## config.mk

```make
export PLATFORM = sky130hd
export DESIGN_NAME = page_tbl_rd_wr_ctrl_flat
export DESIGN_NICKNAME = d
export VERILOG_FILES = /design/src/rtl/page_tbl_rd_wr_ctrl_pkg.sv /design/src/rtl/page_tbl_rd_wr_ctrl_if.sv /design/src/rtl/page_tbl_rd_wr_ctrl_mem.sv /design/src/rtl/page_tbl_rd_wr_ctrl.sv /design/src/flat_wrapper.sv
export SDC_FILE = /design/constraint.sdc
export NUM_CORES = 1
export LEC_CHECK = 0
export ABC_AREA = 0
export CAP_MARGIN = 15
export CELL_PAD_IN_SITES_DETAIL_PLACEMENT = 1
export CELL_PAD_IN_SITES_GLOBAL_PLACEMENT = 1
export CORE_ASPECT_RATIO = 0.5
export CORE_MARGIN = 5
export CORE_UTILIZATION = 54
export CTS_CLUSTER_DIAMETER = 150
export CTS_CLUSTER_SIZE = 25
export DETAILED_ROUTE_END_ITERATION = 10
export DONT_BUFFER_PORTS = 1
export PLACE_DENSITY = 0.8
export SETUP_SLACK_MARGIN = 0.3
export SLEW_MARGIN = 20
export SYNTH_ARGS = -nofsm -noshare
export SYNTH_HDL_FRONTEND = slang
export SYNTH_SLANG_ARGS = --single-unit
```

## constraint.sdc

```tcl
create_clock -name clk -period 2.4 [get_ports clk]
set_input_delay 0.12 -clock clk [delete_from_list [all_inputs] [get_ports clk]]
set_output_delay 0.12 -clock clk [all_outputs]
set_load 0.05 [all_outputs]
```

## src/rtl/page_tbl_rd_wr_ctrl_pkg.sv

```systemverilog
// page_tbl_pkg: shared defaults, controller states and response FIFO depth
package page_tbl_pkg;
    localparam int ADDR_BITS_DEF = 5;
    localparam int DATA_BITS_DEF = 16;
    localparam int RSP_FIFO_DEPTH = 3;
    typedef enum logic {CLR, RUN} state_e;
endpackage

```

## src/rtl/page_tbl_rd_wr_ctrl_if.sv

```systemverilog
// page_tbl_rd_wr_ctrl_if: write and lookup channels between packet-buffer logic and the controller
interface page_tbl_rd_wr_ctrl_if
    import page_tbl_pkg::*;
#(
    parameter int ADDR_BITS = ADDR_BITS_DEF,
    parameter int DATA_BITS = DATA_BITS_DEF
);
    logic                 init_done;
    logic                 wr_valid;
    logic                 wr_ready;
    logic [ADDR_BITS-1:0] wr_addr;
    logic [DATA_BITS-1:0] wr_data;
    logic                 rd_req_valid;
    logic                 rd_req_ready;
    logic [ADDR_BITS-1:0] rd_req_addr;
    logic                 rd_rsp_valid;
    logic                 rd_rsp_ready;
    logic [DATA_BITS-1:0] rd_rsp_data;
    modport master (
        input  init_done, wr_ready, rd_req_ready, rd_rsp_valid, rd_rsp_data,
        output wr_valid, wr_addr, wr_data, rd_req_valid, rd_req_addr, rd_rsp_ready
    );
    modport slave (
        output init_done, wr_ready, rd_req_ready, rd_rsp_valid, rd_rsp_data,
        input  wr_valid, wr_addr, wr_data, rd_req_valid, rd_req_addr, rd_rsp_ready
    );
endinterface

```

## src/rtl/page_tbl_rd_wr_ctrl_mem.sv

```systemverilog
// page_tbl_16w_32d: simple dual-port page table storage, write port A, registered read port B
module page_tbl_16w_32d #(
    parameter int ADDR_BITS = 5,
    parameter int DATA_BITS = 16
) (
    input  logic                 clka_i,
    input  logic                 ena_i,
    input  logic                 wea_i,
    input  logic [ADDR_BITS-1:0] addra_i,
    input  logic [DATA_BITS-1:0] dina_i,
    input  logic                 clkb_i,
    input  logic                 enb_i,
    input  logic [ADDR_BITS-1:0] addrb_i,
    output logic [DATA_BITS-1:0] doutb_o
);
    logic [DATA_BITS-1:0] mem_q [2**ADDR_BITS];

    // Port A write
    always_ff @(posedge clka_i) begin
        if (ena_i && wea_i) mem_q[addra_i] <= dina_i;
    end

    // Port B read, data valid one cycle after enable
    always_ff @(posedge clkb_i) begin
        if (enb_i) doutb_o <= mem_q[addrb_i];
    end
endmodule

```

## src/rtl/page_tbl_rd_wr_ctrl.sv

```systemverilog
// page_tbl_rd_wr_ctrl: page table clear sweep, write channel and lookup pipeline with response skid FIFO
module page_tbl_rd_wr_ctrl
    import page_tbl_pkg::*;
#(
    parameter int                   ADDR_BITS = ADDR_BITS_DEF,
    parameter int                   DATA_BITS = DATA_BITS_DEF,
    parameter logic [DATA_BITS-1:0] CLR_VALUE = '0
) (
    input logic                 clk,
    input logic                 rst,
    page_tbl_rd_wr_ctrl_if.slave bus
);
    state_e               state_q, state_d;
    logic [ADDR_BITS-1:0] ptr_q, ptr_d;
    logic                 s1_valid_q, s1_valid_d, s1_byp_q, s1_byp_d;
    logic [DATA_BITS-1:0] s1_data_q, s1_data_d;
    logic [DATA_BITS-1:0] fifo_q [RSP_FIFO_DEPTH];
    logic [DATA_BITS-1:0] fifo_d [RSP_FIFO_DEPTH];
    logic [1:0]           cnt_q, cnt_d;
    logic                 run, rd_ready, wr_fire, rd_fire, push, pop, ena, enb;
    logic [ADDR_BITS-1:0] addra;
    logic [DATA_BITS-1:0] dina, doutb, push_data;

    page_tbl_16w_32d #(.ADDR_BITS(ADDR_BITS), .DATA_BITS(DATA_BITS)) u_mem (
        .clka_i (clk),
        .ena_i  (ena),
        .wea_i  (ena),
        .addra_i(addra),
        .dina_i (dina),
        .clkb_i (clk),
        .enb_i  (enb),
        .addrb_i(bus.rd_req_addr),
        .doutb_o(doutb)
    );

    // Sweep/run control, channel handshakes, port drive and S1 capture
    always_comb begin
        run              = state_q == RUN;
        rd_ready         = run && ({1'b0, cnt_q} + {2'b0, s1_valid_q}) < 3'(RSP_FIFO_DEPTH);
        bus.init_done    = run;
        bus.wr_ready     = run;
        bus.rd_req_ready = rd_ready;
        wr_fire          = bus.wr_valid && run;
        rd_fire          = bus.rd_req_valid && rd_ready;
        ena              = !run || wr_fire;
        addra            = run ? bus.wr_addr : ptr_q;
        dina             = run ? bus.wr_data : CLR_VALUE;
        enb              = rd_fire;
        ptr_d            = run ? ptr_q : ptr_q + 1'b1;
        state_d          = (run || &ptr_q) ? RUN : CLR;
        s1_valid_d       = rd_fire;
        s1_byp_d         = rd_fire && wr_fire && bus.wr_addr == bus.rd_req_addr;
        s1_data_d        = bus.wr_data;
    end

    // Skid FIFO: head in slot 0, pop shifts down, push lands behind the survivors
    always_comb begin
        bus.rd_rsp_valid = cnt_q != 2'd0;
        bus.rd_rsp_data  = fifo_q[0];
        pop              = bus.rd_rsp_valid && bus.rd_rsp_ready;
        push             = s1_valid_q;
        push_data        = s1_byp_q ? s1_data_q : doutb;
        fifo_d           = fifo_q;
        for (int i = 0; i < RSP_FIFO_DEPTH - 1; i++) fifo_d[i] = pop ? fifo_q[i+1] : fifo_q[i];
        if (push) fifo_d[cnt_q - {1'b0, pop}] = push_data;
        cnt_d            = cnt_q + {1'b0, push} - {1'b0, pop};
    end

    // State, S1 and FIFO registers
    always_ff @(posedge clk) begin
        if (rst) begin
            state_q    <= CLR;
            ptr_q      <= '0;
            s1_valid_q <= 1'b0;
            s1_byp_q   <= 1'b0;
            s1_data_q  <= '0;
            cnt_q      <= '0;
            fifo_q     <= '{default: '0};
        end else begin
            state_q    <= state_d;
            ptr_q      <= ptr_d;
            s1_valid_q <= s1_valid_d;
            s1_byp_q   <= s1_byp_d;
            s1_data_q  <= s1_data_d;
            cnt_q      <= cnt_d;
            fifo_q     <= fifo_d;
        end
    end

    // Credits guarantee a free slot for every S1 push
    always_ff @(posedge clk) begin
        if (!rst && push) assert (cnt_q != 2'(RSP_FIFO_DEPTH));
    end
endmodule

```

## src/flat_wrapper.sv

```systemverilog
// flat-port wrapper written by rule: the top's interface ports become plain ports
module page_tbl_rd_wr_ctrl_flat import page_tbl_pkg::*;
#(
    parameter int                   ADDR_BITS = ADDR_BITS_DEF,
    parameter int                   DATA_BITS = DATA_BITS_DEF,
    parameter logic [DATA_BITS-1:0] CLR_VALUE = '0
)
  (clk, rst, bus_init_done, bus_wr_ready, bus_rd_req_ready, bus_rd_rsp_valid, bus_rd_rsp_data, bus_wr_valid, bus_wr_addr, bus_wr_data, bus_rd_req_valid, bus_rd_req_addr, bus_rd_rsp_ready);
  page_tbl_rd_wr_ctrl_if #(.ADDR_BITS(ADDR_BITS), .DATA_BITS(DATA_BITS)) bus_i ();
  input logic clk;
  input logic rst;
  output wire logic [$bits(bus_i.init_done)-1:0] bus_init_done;
  output wire logic [$bits(bus_i.wr_ready)-1:0] bus_wr_ready;
  output wire logic [$bits(bus_i.rd_req_ready)-1:0] bus_rd_req_ready;
  output wire logic [$bits(bus_i.rd_rsp_valid)-1:0] bus_rd_rsp_valid;
  output wire logic [$bits(bus_i.rd_rsp_data)-1:0] bus_rd_rsp_data;
  input wire logic [$bits(bus_i.wr_valid)-1:0] bus_wr_valid;
  input wire logic [$bits(bus_i.wr_addr)-1:0] bus_wr_addr;
  input wire logic [$bits(bus_i.wr_data)-1:0] bus_wr_data;
  input wire logic [$bits(bus_i.rd_req_valid)-1:0] bus_rd_req_valid;
  input wire logic [$bits(bus_i.rd_req_addr)-1:0] bus_rd_req_addr;
  input wire logic [$bits(bus_i.rd_rsp_ready)-1:0] bus_rd_rsp_ready;
  assign bus_init_done = bus_i.init_done;
  assign bus_wr_ready = bus_i.wr_ready;
  assign bus_rd_req_ready = bus_i.rd_req_ready;
  assign bus_rd_rsp_valid = bus_i.rd_rsp_valid;
  assign bus_rd_rsp_data = bus_i.rd_rsp_data;
  assign bus_i.wr_valid = bus_wr_valid;
  assign bus_i.wr_addr = bus_wr_addr;
  assign bus_i.wr_data = bus_wr_data;
  assign bus_i.rd_req_valid = bus_rd_req_valid;
  assign bus_i.rd_req_addr = bus_rd_req_addr;
  assign bus_i.rd_rsp_ready = bus_rd_rsp_ready;
  page_tbl_rd_wr_ctrl #(.ADDR_BITS(ADDR_BITS), .DATA_BITS(DATA_BITS), .CLR_VALUE(CLR_VALUE)) u_core (.clk(clk), .rst(rst), .bus(bus_i));
endmodule
```

* After elaboration in Yosys (flattened, before gate mapping)
Memory sizes are Yosys's and may differ from the RTL's. A register that Yosys moved wholly into a read port is not among the register bits.
Index checks and enable logic that the tools add are counted.
** Word-level totals
- Input bits :: 31
- Output and inout bits :: 20
- Memories :: 1
- Memory bits (writable) :: 512
- Register bits after elaboration :: 74
- Word-level logic and storage cells :: 44
** Memories
- u_core.u_mem.mem_q :: depth 32, width 16, read ports 1, clocked after memory_dff 1, wr ports 1, line page_tbl_rd_wr_ctrl_mem.sv:16 : logic [DATA_BITS-1:0] mem_q [2**ADDR_BITS];
** Cells by class
- Mux-type cells :: 12
- Eq/ne operators :: 1
- Reductions and logical operators :: 12
- $add $sub $neg :: 5
- Magnitude comparators :: 3
- Bitwise operators :: 1
** Operators with widths (count)
- $mux 16 :: 5
- $bwmux 48 :: 1
- $mux 48 :: 1
- $demux 16 s2 :: 1
- $logic_and 1x1->1 :: 7
- $add 5x1->5 const B :: 1
- $eq 5x5->1 :: 1
- $mux 5 :: 1
- $reduce_and 5->1 :: 1
- $sub 2x1->2 :: 2
- $add 2x1->3 :: 1
- $ge 3x3->1 const B :: 1
- $lt 3x1->1 const B :: 1
- $lt 3x2->1 const B :: 1
- $mux 1 :: 3
- $not 2->3 :: 1
- $add 2x1->2 :: 1
- $logic_or 1x1->1 :: 2
- $reduce_bool 2->1 :: 1
- $logic_not 1->1 :: 1

* Logic depth before layout (Yosys ltp)
- Depth after elaboration :: 10
- Gate-level depth with buffers :: 11
- Depth with buffers taken out :: 9

* By module
Synthesis repeated with hierarchy kept, for this count alone.
** Second synthesis, totals
- Cells, all modules :: 1504
- Area, all modules :: 24089.4 µm²
** Modules (own cells, without submodules)
- page_tbl_16w_32d :: cells an instance 1145, seq. area each 15855.2 µm², area an instance 20698.6 µm², times used 1
- page_tbl_rd_wr_ctrl :: cells an instance 359, seq. area each 1481.4 µm², area an instance 3390.8 µm², times used 1

* Least setup slack after synthesis
No wires, ideal clock.
- Path kind :: register to register
- From :: register u_core.state_q, in the netlist u_core.bus.init_done
- To :: register u_core.s1_byp_q
- Library setup time :: 61 ps
- Arrival time :: 2618 ps
- Stages on the path, launching flop included :: 7
- Setup slack :: -279 ps
- Path buffers :: 1
- Required time :: 2339 ps
- Cell sequence :: dfxtp_1 > buf_2 > inv_1 > a211oi_2 > and2_1 > and2b_1 > and4_1
** Between the ends
- Cells in the longest elaborated chain, start to end :: 4
** Ends and longest elaborated chain
- from (decl) :: line page_tbl_rd_wr_ctrl.sv:13 : state_e state_q, state_d;
- from (signal assigned) :: line page_tbl_rd_wr_ctrl.sv:80 : state_q <= state_d;
- $logic_and 1x1->1 :: line page_tbl_rd_wr_ctrl.sv:39 : rd_ready = run && ({1'b0, cnt_q} + {2'b0, s1_valid_q}) < 3'(RSP_FIFO_DEPTH);
- net bus_rd_req_ready :: line flat_wrapper.sv:14 : output wire logic [$bits(bus_i.rd_req_ready)-1:0] bus_rd_req_ready;
- $logic_and 1x1->1 :: line page_tbl_rd_wr_ctrl.sv:44 : rd_fire = bus.rd_req_valid && rd_ready;
- net u_core.enb :: line page_tbl_rd_wr_ctrl.sv:20 : logic run, rd_ready, wr_fire, rd_fire, push, pop, ena, enb;
- $logic_and 1x1->1 (2 in a row) :: line page_tbl_rd_wr_ctrl.sv:52 : s1_byp_d = rd_fire && wr_fire && bus.wr_addr == bus.rd_req_addr;
- to (signal assigned) :: line page_tbl_rd_wr_ctrl.sv:83 : s1_byp_q <= s1_byp_d;
- to (decl) :: line page_tbl_rd_wr_ctrl.sv:15 : logic s1_valid_q, s1_valid_d, s1_byp_q, s1_byp_d;
The timed path passes the listed nets, and every way through them passes these cells.
A chain may end at the register's enable or synchronous reset.

==> impl_metrics.py <==
metrics = {
    "outcome": {
        "status": "finished clean",
    },
    "worst_hold_path": {
        "whs_endpoint": "u_core.bus.rd_rsp_data[7]",
        "hold_start": "bus_rd_rsp_ready",
        "hold_path.class": "in2reg",
        "min_path_cells": 4,
    },
    "sta": {
        "fin_skew_ns": 0.0267,
        "fin_crit_sh_pct": 91.3,
        "fmax_ghz": 0.456,
        "worstMarginPinSlew_ns": 1.19,
        "period_minus_slack_ns": 2.19,
        "slew_headroom_pct": 20.6,
        "finalSetupViolCount": 0,
        "hold_viol_final": 0,
        "tns_ns": 0,
        "maxSlewViolCount": 0,
        "rsz0062_at_grt": "true",
    },
    "route": {
        "wl_mm": 62.4,
        "drt-pass1-iter-count": 6,
        "drt_iter0_markers": 1620,
        "ant_nets": 0,
        "drc": 0,
        "wl_per_cell_um": 29.0,
        "viasPerCell": 6.33,
        "vias": 13700,
    },
    "critical_path": {
        "endpoint_kind": "flip-flop",
        "crit_type": "reg2reg",
        "arrival_ns": 2.66,
        "r2r_start": "u_core.cnt_q[1]",
        "worstRegToRegCells": 9,
        "required_ns": 2.87,
        "critPathMaxFanout": 17,
        "rrSetupSlack_ns": 0.21,
        "critPathLaunchType": "flip-flop",
    },
    "die": {
        "ioPinCount": 51,
        "rows": 54,
        "die_x_um": 309,
        "coreArea_um2": 43800,
        "start_util_pct": 55.0,
        "die_h_um": 159,
        "dieArea_um2": 49200,
    },
    "clocking": {
        "cts_root_buf": "clkbuf_16",
        "clk_latency_ns": 0.59,
        "cts.path.max_buffers": 3,
        "htree_levels": 1,
        "cts_tree": "built",
        "clkTransAtPathRegs_ns": 0.11,
        "cts.sinks": 602,
        "numCtsBuffers": 28,
    },
    "grt": {
        "gr-total-overflow": 0,
        "grt_pass1_vias": 14100,
        "grt_max_degree": 258,
        "track_usage_pct": 24.5,
        "grt_pass1_wl_mm": 91.3,
        "antenna_found_initial": 2,
    },
    "cells_and_area": {
        "seq_area_um2": 17300,
        "finalNetCount": 1594,
        "fill_cells": 3909,
        "final_util_pct": 60.8,
        "area_growth_pct": 10.6,
        "multi_input_area_um2": 6420,
        "drive_gt1_share_pct": 12.9,
        "insertedDiodeCount": 0,
    },
    "pwr": {
        "p_leak_nw": 8.99,
        "ir_drop_uv": 537,
        "powerDensity_nw_per_um2": 673,
    },
    "synthesis": {
        "synth_nets": 1556,
        "synth_most_common_cell": "edfxtp_1",
        "synth_area_leaders": "edfxtp_1 66%, mux2i_1 11%, dfxtp_1 6.1%, a22oi_1 2.0%, a211oi_1 1.5%",
        "ys_warn_count": 0,
        "synth_edf_count": 528,
        "synth_area_um2": 24100,
        "synth_top_area_share_pct": 65.8,
        "ys_seq_elements": 602,
        "synthCells": 1519,
        "synthFlopType": "edfxtp_1",
        "avgSynthCellArea_um2": 15.9,
        "ys_seq_area_share_pct": 71.9,
        "synth_cell_types": 43,
        "synth_top_area_cell": "edfxtp_1",
        "async_flop_share_pct": 0,
        "synth_commonest_cells": "528 x edfxtp_1, 275 x mux2i_1, 94 x nor2_1",
    },
    "place": {
        "finalWeightedCongestion": 0.835,
        "portBuffers": 0,
        "place_hpwl_mm": 36.9,
    },
    "run": {
        "cap_violations": 0,
    },
}
-- registers in the layout (all words and copies together), names as in the netlist, 2 cells and up, named ones only --
signal	flops
u_core.bus.rd_rsp_data	16
u_core.cnt_q	2
u_core.fifo_q	16
u_core.ptr_q	5
u_core.s1_data_q	16
u_core.u_mem.doutb_o	16
u_core.u_mem.mem_q	512
-- layout make-up --
type | instances | area share [%]
clock buffers | 40 | 2.88
clock inverters | 1 | 0.113
inverters | 6 | 0.117
multi-input cells | 801 | 24.1
flip-flops and latches | 602 | 65.1
well taps | 588 | 2.76
repair buffers | 118 | 4.95
-- metrics by stage --
stage | total power, mW | hold slack (ns) | instance area [um2] | setup slack [ns] | std cells
detailed placement | 12.6 | 0.204 | 24900 | 0.0130 | 2061
global placement | 12.5 | 0.200 | 24900 | 0.147 | 2061
CTS | 17.9 | 0.00474 | 26300 | 0.289 | 2148
finish | 17.9 | 0.0402 | 26600 | 0.209 | 2156
floorplan | 12.4 | 0.248 | 24300 | 0.210 | 1519
global route | 18.6 | 0.00953 | 26600 | 0.146 | 2156
-- layout by cell type (no fill, tap or decap), types with 30 or more instances in the layout --
| cell type | instances |
|---|---|
| and2_1 | 32 |
| edfxtp_1 | 528 |
| nand2_1 | 44 |
| a21oi_1 | 48 |
| buf_4 | 63 |
| dfxtp_1 | 71 |
| mux2i_1 | 275 |
| a211oi_1 | 32 |
| clkbuf_16 | 30 |
| nand3_1 | 33 |
| nor2_1 | 60 |
| a22oi_1 | 64 |
| a22o_1 | 33 |
-- per-layer routing --
metal,track usage [%],up-vias,share of wire [%]
met5,0,-,0.038
met4,5.38,4,2.4
met3,5.10,113,7.7
met2,41.2,567,50
met1,33.4,7092,40
li1,-,5877,-
-- critical path: stages, from the launching register on --
cell       delay (ns)
dfxtp_4          0.42
or2_4            0.27
nand2_2          0.11
inv_6            0.10
ha_4             0.22
xnor2_4          0.21
nor2_4           0.06
buf_4            0.14
clkbuf_16        0.17
a211oi_1         0.35
-- worst max-delay path by stage --
| stage | start | end | slack (ns) | depth (start not counted) |
|---|---|---|---|---|
| after global routing | u_core.bus.init_done | u_core.u_mem.mem_q[4][4] | 0.15 | 4 |
| after floorplan | u_core.bus.init_done | u_core.u_mem.mem_q[8][0] | 0.21 | 4 |
| final | u_core.cnt_q[1] | flip-flop | 0.21 | 9 |
| after CTS | u_core.push | bus_rd_req_ready | 0.29 | 4 |
| after global placement | u_core.bus.init_done | u_core.u_mem.mem_q[20][3] | 0.15 | 5 |
| after detailed placement | u_core.bus.init_done | u_core.u_mem.mem_q[22][2] | 0.01 | 5 |
-- report_power, final --
| part | internal, mW | total, mW | leakage, nW | switching, mW |
|---|---|---|---|---|
| sequential | 11.4 | 11.4 | 5.26 | 0.0622 |
| clock | 2.25 | 5.36 | 0.382 | 3.11 |
| combinational | 0.484 | 1.17 | 3.35 | 0.682 |
| total | 14.1 | 17.9 | 8.99 | 3.86 |
-- cells by family (layout without fill, tap and decap cells) --
| logic type | count (synthesis) | in the layout | synth area share [%] |
|---|---|---|---|
| compound gates | 217 | 217 | 6.32 |
| flops | 602 | 602 | 71.9 |
| buf+inv | 116 | 165 | 3.35 |
| fa+ha+maj | 6 | 6 | 0.311 |
| mux | 292 | 292 | 12.2 |
| xor+xnor | 11 | 11 | 0.400 |
| simple gates | 275 | 275 | 5.47 |
-- timing repair --
item / CTS / global route
pin swaps: 11 / 13
setup buffers: 17 / 7
resized for setup: 15 / 36
setup endpoints to repair: 523 / 349
cloned: 1 / 1
hold buffers: 28 / 0
hold endpoints to repair: 100 / 0
(Power assumes the default switching activity.)
